## src/rtl/wbs_run_pkg.sv

```systemverilog
// rtl/wbs_run_pkg.sv - shared types and register map for the Wishbone run controller
package wbs_run_pkg;

  typedef enum logic [2:0] {
    ST_IDLE  = 3'd0,
    ST_LOAD  = 3'd1,
    ST_START = 3'd2,
    ST_RUN   = 3'd3,
    ST_SEND  = 3'd4
  } run_state_t;

  localparam logic [2:0] REG_CTRL     = 3'd0;
  localparam logic [2:0] REG_STATUS   = 3'd1;
  localparam logic [2:0] REG_CYCLES   = 3'd2;
  localparam logic [2:0] REG_LOAD_LEN = 3'd3;
  localparam logic [2:0] REG_SEND_LEN = 3'd4;

  localparam int CTRL_LOAD_GO   = 0;
  localparam int CTRL_SEARCH_GO = 1;
  localparam int CTRL_SEND_GO   = 2;
  localparam int CTRL_ABORT     = 3;

  localparam int STAT_DONE = 3;
  localparam int STAT_ERR  = 4;

  // Hold length as programmed, with zero promoted to a single cycle
  function automatic logic [15:0] len_or_one(input logic [15:0] len);
    return (len == 16'd0) ? 16'd1 : len;
  endfunction

endpackage

```

## src/rtl/sync_rise_det.sv

```systemverilog
// rtl/sync_rise_det.sv - two-flop synchroniser followed by a rising-edge pulse
module sync_rise_det (
  input  logic clk,
  input  logic rst,
  input  logic din,
  output logic rise
);

  logic meta_q, meta_d;
  logic sync_q, sync_d;
  logic prev_q, prev_d;

  // Shift the asynchronous level through two stages and keep one more for edge history
  always_comb begin
    meta_d = din;
    sync_d = meta_q;
    prev_d = sync_q;
  end

  // Synchroniser and history flops, all cleared by reset
  always_ff @(posedge clk) begin
    if (rst) begin
      meta_q <= 1'b0;
      sync_q <= 1'b0;
      prev_q <= 1'b0;
    end else begin
      meta_q <= meta_d;
      sync_q <= sync_d;
      prev_q <= prev_d;
    end
  end

  assign rise = sync_q & ~prev_q;

endmodule

```

## src/rtl/wbs_run_ctrl.sv

```systemverilog
// rtl/wbs_run_ctrl.sv - Wishbone-slave sequencer for load, search and send of the accelerator
module wbs_run_ctrl #(
  parameter logic [31:0] ADDR_BASE    = 32'h3000_0100,
  parameter logic [15:0] LOAD_LEN_RST = 16'd64,
  parameter logic [15:0] SEND_LEN_RST = 16'd1024
) (
  input  logic        wb_clk_i,
  input  logic        wb_rst_i,
  input  logic        wbs_stb_i,
  input  logic        wbs_cyc_i,
  input  logic        wbs_we_i,
  input  logic [3:0]  wbs_sel_i,
  input  logic [31:0] wbs_dat_i,
  input  logic [31:0] wbs_adr_i,
  output logic        wbs_ack_o,
  output logic [31:0] wbs_dat_o,
  input  logic        fsm_done,
  output logic        load_kdtree,
  output logic        fsm_start,
  output logic        send_best_arr,
  output logic        busy,
  output logic        irq
);

  import wbs_run_pkg::*;

  run_state_t  state_q, state_d;
  logic [15:0] cnt_q, cnt_d;
  logic [31:0] cycles_q, cycles_d;
  logic [15:0] load_len_q, load_len_d;
  logic [15:0] send_len_q, send_len_d;
  logic        done_sticky_q, done_sticky_d;
  logic        err_q, err_d;
  logic        ack_q, ack_d;
  logic [31:0] dat_q, dat_d;

  logic        win_hit;
  logic        req;
  logic        wr;
  logic        rd;
  logic [2:0]  reg_idx;
  logic        ctrl_wr;
  logic        status_wr;
  logic        abort;
  logic [2:0]  go_bits;
  logic        go_wr;
  logic        go_ok;
  logic        go_err;
  logic        done_rise;
  logic        done_set;
  logic [31:0] rdata;
  logic        unused_bits;

  sync_rise_det u_done_sync (
    .clk  (wb_clk_i),
    .rst  (wb_rst_i),
    .din  (fsm_done),
    .rise (done_rise)
  );

  // A new request is never taken in the ack cycle, so every access acks exactly once
  assign win_hit = (wbs_adr_i[31:5] == ADDR_BASE[31:5]);
  assign req     = wbs_stb_i & wbs_cyc_i & win_hit & ~ack_q;
  assign wr      = req & wbs_we_i;
  assign rd      = req & ~wbs_we_i;
  assign reg_idx = wbs_adr_i[4:2];

  assign ctrl_wr   = wr && (reg_idx == REG_CTRL) && wbs_sel_i[0];
  assign status_wr = wr && (reg_idx == REG_STATUS) && wbs_sel_i[0];
  assign abort     = ctrl_wr && wbs_dat_i[CTRL_ABORT];
  assign go_bits   = wbs_dat_i[2:0];
  // ABORT overrides any GO bits written alongside it
  assign go_wr     = ctrl_wr && !abort && (go_bits != 3'd0);
  assign go_ok     = go_wr && (state_q == ST_IDLE) && $onehot(go_bits);
  assign go_err    = go_wr && !go_ok;
  assign done_set  = (state_q == ST_RUN) && done_rise;

  assign unused_bits = &{1'b0, wbs_sel_i[3:2], wbs_dat_i[31:16], wbs_adr_i[1:0]};

  // Read-data mux over the register window; unmapped and write-only offsets read 0
  always_comb begin
    rdata = 32'd0;
    case (reg_idx)
      REG_STATUS: begin
        rdata[2:0]       = state_q;
        rdata[STAT_DONE] = done_sticky_q;
        rdata[STAT_ERR]  = err_q;
      end
      REG_CYCLES:   rdata = cycles_q;
      REG_LOAD_LEN: rdata = {16'd0, load_len_q};
      REG_SEND_LEN: rdata = {16'd0, send_len_q};
      default:      rdata = 32'd0;
    endcase
  end

  // Bus response and byte-lane writes to the length registers
  always_comb begin
    ack_d      = req;
    dat_d      = rd ? rdata : 32'd0;
    load_len_d = load_len_q;
    send_len_d = send_len_q;
    if (wr && (reg_idx == REG_LOAD_LEN)) begin
      if (wbs_sel_i[0]) load_len_d[7:0]  = wbs_dat_i[7:0];
      if (wbs_sel_i[1]) load_len_d[15:8] = wbs_dat_i[15:8];
    end
    if (wr && (reg_idx == REG_SEND_LEN)) begin
      if (wbs_sel_i[0]) send_len_d[7:0]  = wbs_dat_i[7:0];
      if (wbs_sel_i[1]) send_len_d[15:8] = wbs_dat_i[15:8];
    end
  end

  // Run sequencer: next state, hold counter, cycle counter and sticky flags
  always_comb begin
    state_d       = state_q;
    cnt_d         = cnt_q;
    cycles_d      = cycles_q;
    done_sticky_d = done_sticky_q;
    err_d         = err_q;

    case (state_q)
      ST_IDLE: begin
        if (go_ok) begin
          if (go_bits[CTRL_LOAD_GO]) begin
            state_d = ST_LOAD;
            cnt_d   = len_or_one(load_len_q);
          end else if (go_bits[CTRL_SEARCH_GO]) begin
            state_d = ST_START;
          end else begin
            state_d = ST_SEND;
            cnt_d   = len_or_one(send_len_q);
          end
        end
      end
      ST_LOAD, ST_SEND: begin
        if (cnt_q <= 16'd1) begin
          state_d = ST_IDLE;
        end else begin
          cnt_d = cnt_q - 16'd1;
        end
      end
      ST_START: begin
        cycles_d = 32'd0;
        state_d  = ST_RUN;
      end
      ST_RUN: begin
        if (cycles_q != 32'hFFFF_FFFF) cycles_d = cycles_q + 32'd1;
        if (done_rise) state_d = ST_IDLE;
      end
      default: state_d = ST_IDLE;
    endcase

    if (abort) state_d = ST_IDLE;

    // Clear first so a same-cycle set takes priority over the W1C
    if (status_wr && wbs_dat_i[STAT_DONE]) done_sticky_d = 1'b0;
    if (status_wr && wbs_dat_i[STAT_ERR])  err_d = 1'b0;
    if (done_set) done_sticky_d = 1'b1;
    if (go_err)   err_d = 1'b1;
  end

  // All controller state, synchronously reset
  always_ff @(posedge wb_clk_i) begin
    if (wb_rst_i) begin
      state_q       <= ST_IDLE;
      cnt_q         <= 16'd0;
      cycles_q      <= 32'd0;
      load_len_q    <= LOAD_LEN_RST;
      send_len_q    <= SEND_LEN_RST;
      done_sticky_q <= 1'b0;
      err_q         <= 1'b0;
      ack_q         <= 1'b0;
      dat_q         <= 32'd0;
    end else begin
      state_q       <= state_d;
      cnt_q         <= cnt_d;
      cycles_q      <= cycles_d;
      load_len_q    <= load_len_d;
      send_len_q    <= send_len_d;
      done_sticky_q <= done_sticky_d;
      err_q         <= err_d;
      ack_q         <= ack_d;
      dat_q         <= dat_d;
    end
  end

  assign wbs_ack_o     = ack_q;
  assign wbs_dat_o     = dat_q;
  assign load_kdtree   = (state_q == ST_LOAD);
  assign fsm_start     = (state_q == ST_START);
  assign send_best_arr = (state_q == ST_SEND);
  assign busy          = (state_q != ST_IDLE);
  assign irq           = done_sticky_q;

endmodule

```

## config.mk

```make
export PLATFORM = sky130hd
export DESIGN_NAME = wbs_run_ctrl
export DESIGN_NICKNAME = d
export VERILOG_FILES = /design/src/rtl/wbs_run_pkg.sv /design/src/rtl/sync_rise_det.sv /design/src/rtl/wbs_run_ctrl.sv
export SDC_FILE = /design/constraint.sdc
export NUM_CORES = 1
export LEC_CHECK = 0
export CAP_MARGIN = 20
export CORE_MARGIN = 2
export CORE_UTILIZATION = 40
export DETAILED_ROUTE_END_ITERATION = 16
export PLACE_DENSITY = 0.61
export SLEW_MARGIN = 5
export SYNTH_ARGS = -nofsm -noshare
export SYNTH_HDL_FRONTEND = slang
export SYNTH_SLANG_ARGS = --single-unit
export TNS_END_PERCENT = 5
```

## constraint.sdc

```tcl
create_clock -name wb_clk_i -period 4.15 [get_ports wb_clk_i]
set_input_delay 0.6225 -clock wb_clk_i [delete_from_list [all_inputs] [get_ports wb_clk_i]]
set_output_delay 0.6225 -clock wb_clk_i [all_outputs]
set_load 0.05 [all_outputs]
```

==> results.json <==
{
  "status": "completed",
  "final_hold_viol_count": 0,
  "cts_max_level": 4,
  "r2r_end": "cnt_q[9]$_SDFFE_PP0P_",
  "ios": 112,
  "synth-seq-area-share": 0.407,
  "worst_pin_slew_ns": 0.941,
  "grt_overflow": 0,
  "slowest_stage": "or4_4",
  "synthCells": 697,
  "cp_top_family": "simple AND/OR/NAND/NOR gates",
  "hold_buffers": 0,
  "fin_area_um2": 7700,
  "worstPathArrival_ns": 3.55,
  "yosys_warnings": 0,
  "cp.required_ns": 4.42,
  "clk_latency_ns": 0.42,
  "cts_sinks": 121,
  "nets": 858,
  "clk_path_buf_depth": 2,
  "utilization": 0.530,
  "drive_gt1_frac": 0.0933,
  "worst_hold_path.num_cells": 1,
  "gp_congestion": 0.856,
  "setup_ws_ns": 0.871,
  "num_vias": 5593,
  "synth_edf_count": 0,
  "critPathCaptureType": "flip-flop",
  "grt_pass1_vias": 5442,
  "worstSetupStartpointType": "input pin",
  "die_x_um": 126,
  "rr_startpoint": "state_q[0]$_SDFFE_PP0P_",
  "die-area_um2": 15900,
  "layout_commonest_cell": "dfxtp_1",
  "worst-path-buf-inv": 2,
  "drtPass1Iterations": 5,
  "hold_path.class": "flip-flop to flip-flop",
  "skew_ns": 0.00824,
  "path_cells": "clkdlybuf4s50_1 > inv_1 > fa_1 > nor3b_1 > o2111ai_1 > or4_4 > nand2_1 > a221oi_1",
  "swShare": 0.205,
  "leakagePower_nw": 2.63,
  "syn_area_um2": 5960,
  "antenna_found_initial": 0,
  "async_flop_share": 0,
  "synth_flop_cell": "dfxtp_1",
  "root_buffer": "clkbuf_16",
  "drc_errors": 0,
  "timing.fmax_mhz": 305,
  "port_buffers": 91,
  "cts_resized": 0,
  "syn_nets": 775,
  "netSwitchingPower_mw": 0.598,
  "wl_per_cell_um": 17.1,
  "postSynthAreaPerCell_um2": 8.54,
  "n_antenna_cell": 0,
  "drt-total-wl_mm": 16.7,
  "start_util": 0.410,
  "viasPerCell": 5.72,
  "crit_type": "input pin to flip-flop",
  "regToRegSetupSlack_ns": 1.55,
  "min_period_over_period": 0.790,
  "final_cell_mix": "121 x dfxtp_1, 90 x clkdlybuf4s50_1, 80 x nor2_1",
  "vdd_drop_max_uv": 241,
  "min_to": "u_done_sync.prev_d$_SDFF_PP0_",
  "finalSetupViolCount": 0,
  "ys_ff_latch": 121,
  "relSlewSlack": 0.371,
  "p_comb_frac": 0.043,
  "cts_tree": "done",
  "hold_start": "u_done_sync.meta_q$_SDFF_PP0_",
  "dp_hpwl_mm": 11.8,
  "synth_cell_type_count": 67,
  "dr.first_iter.drc_count": 349,
  "grt_pass1_wl_mm": 27.3,
  "drv_slew": 0,
  "rr_worst_depth": 5,
  "core_um2": 14500,
  "cap_violations": 0,
  "post_cts.repair.setup_buffers": 0,
  "clkTransAtPathRegs_ns": 0.05,
  "die_h_um": 126,
  "post-place-ws_ns": 0.454,
  "rsz0062_at_grt": "no",
  "intPower_mw": 2.32,
  "min_period_ns": 3.28,
  "cts_buffers": 17,
  "rows": 44,
  "area_delta_synth_final_pct": 29.3,
  "placed_area_um2": 7040,
  "setup-tns-final_ns": 0,
  "cp_max_fo": 10,
  "postRouteAntennaNets": 0,
  "clock_power_share": 0.558,
  "cpPeakStageDelay_ns": 0.66,
  "power_frac_seq": 0.399,
  "power_density_nw_per_um2": 379,
  "grtUsageTotal": 0.214,
  "grt_max_degree": 49
}
==> power by group through the flow <==
stage / Combinational (mW) / Sequential (mW) / Clock (mW)
detailed placement: 0.123 / 1.19 / 0
floorplan: 0.0508 / 1.19 / 0
global route: 0.135 / 1.16 / 1.71
CTS: 0.124 / 1.16 / 1.65
finish: 0.126 / 1.16 / 1.63
global placement: 0.122 / 1.19 / 0
==> kinds of logic after synthesis <==
logic type | Yosys count | synth area share
AO/OA/AOI/OAI | 157 | 0.170
XOR/XNOR | 6 | 0.00882
adder cells (fa/ha/maj) | 4 | 0.00966
buffers and inverters | 61 | 0.0424
flip-flops | 121 | 0.407
multiplexers | 55 | 0.0937
AND/OR/NAND/NOR | 293 | 0.268
==> final cells by class <==
type	instances	area (um2)
Sequential cell	121	2420
Timing Repair Buffer	107	1030
Clock buffer	20	457
Inverter	18	67.6
Multi-Input combinational cell	515	3300
Clock inverter	12	195
Tap cell	184	230
Fill cell	1305	6830
==> synthesized netlist by cell type, drive strengths merged, types with 18 or more instances <==
cell / count / area (um2)
nand3: 18 / 90.1
a21oi: 55 / 275
nand2: 50 / 188
nor4: 21 / 189
and2: 26 / 163
inv: 18 / 67.6
clkbuf: 29 / 109
dfxtp: 121 / 2420
o21ai: 40 / 204
nor2: 80 / 300
mux2i: 49 / 490
or3: 20 / 125
==> sequential cells by signal (all words and copies together) (netlist names) <==
register and flops:
cnt_q 16, err_q 1, state_q 3, cycles_q 32
irq 1, wbs_dat_o 32, wbs_ack_o 1, u_done_sync.meta_q 1
u_done_sync.prev_d 1, send_len_q 16, u_done_sync.prev_q 1, load_len_q 16
==> stage by stage <==
step                      total power, mW  hold slack, ns  instances
after CTS                            2.94           0.456        976
after detailed placement             1.31           0.440        944
after floorplan                      1.24           0.414        697
after global routing                 3.01           0.468        977
final                                2.92           0.447        977
after global placement               1.31           0.424        944
==> how the worst max path moves through the flow <==
stage | from | to | slack, ns | cells after the start
4_1_cts | wbs_dat_i[1] | cnt_q[12]$_SDFFE_PP0P_ | 0.89 | 8
3_5_place_dp | wbs_dat_i[1] | cnt_q[12]$_SDFFE_PP0P_ | 0.45 | 8
3_3_place_gp | wbs_dat_i[1] | cnt_q[12]$_SDFFE_PP0P_ | 0.58 | 8
6_report | wbs_dat_i[1] | cnt_q[12]$_SDFFE_PP0P_ | 0.87 | 8
5_1_grt | wbs_dat_i[1] | cnt_q[7]$_SDFFE_PP0P_ | 0.57 | 8
2_1_floorplan | wbs_dat_i[0] | cnt_q[8]$_SDFFE_PP0P_ | 0.80 | 10
==> routing by layer <==
| layer | track usage | vias to the layer above | share of wire |
|---|---|---|---|
| met1 | 0.285 | 2644 | 0.47 |
| met4 | 0.0950 | 0 | 0.021 |
| met5 | 0 | - | 0 |
| met3 | 0.0501 | 30 | 0.056 |
| met2 | 0.333 | 192 | 0.45 |
| li1 | - | 2727 | - |
No activity file was read; power rests on OpenSTA's default activity.
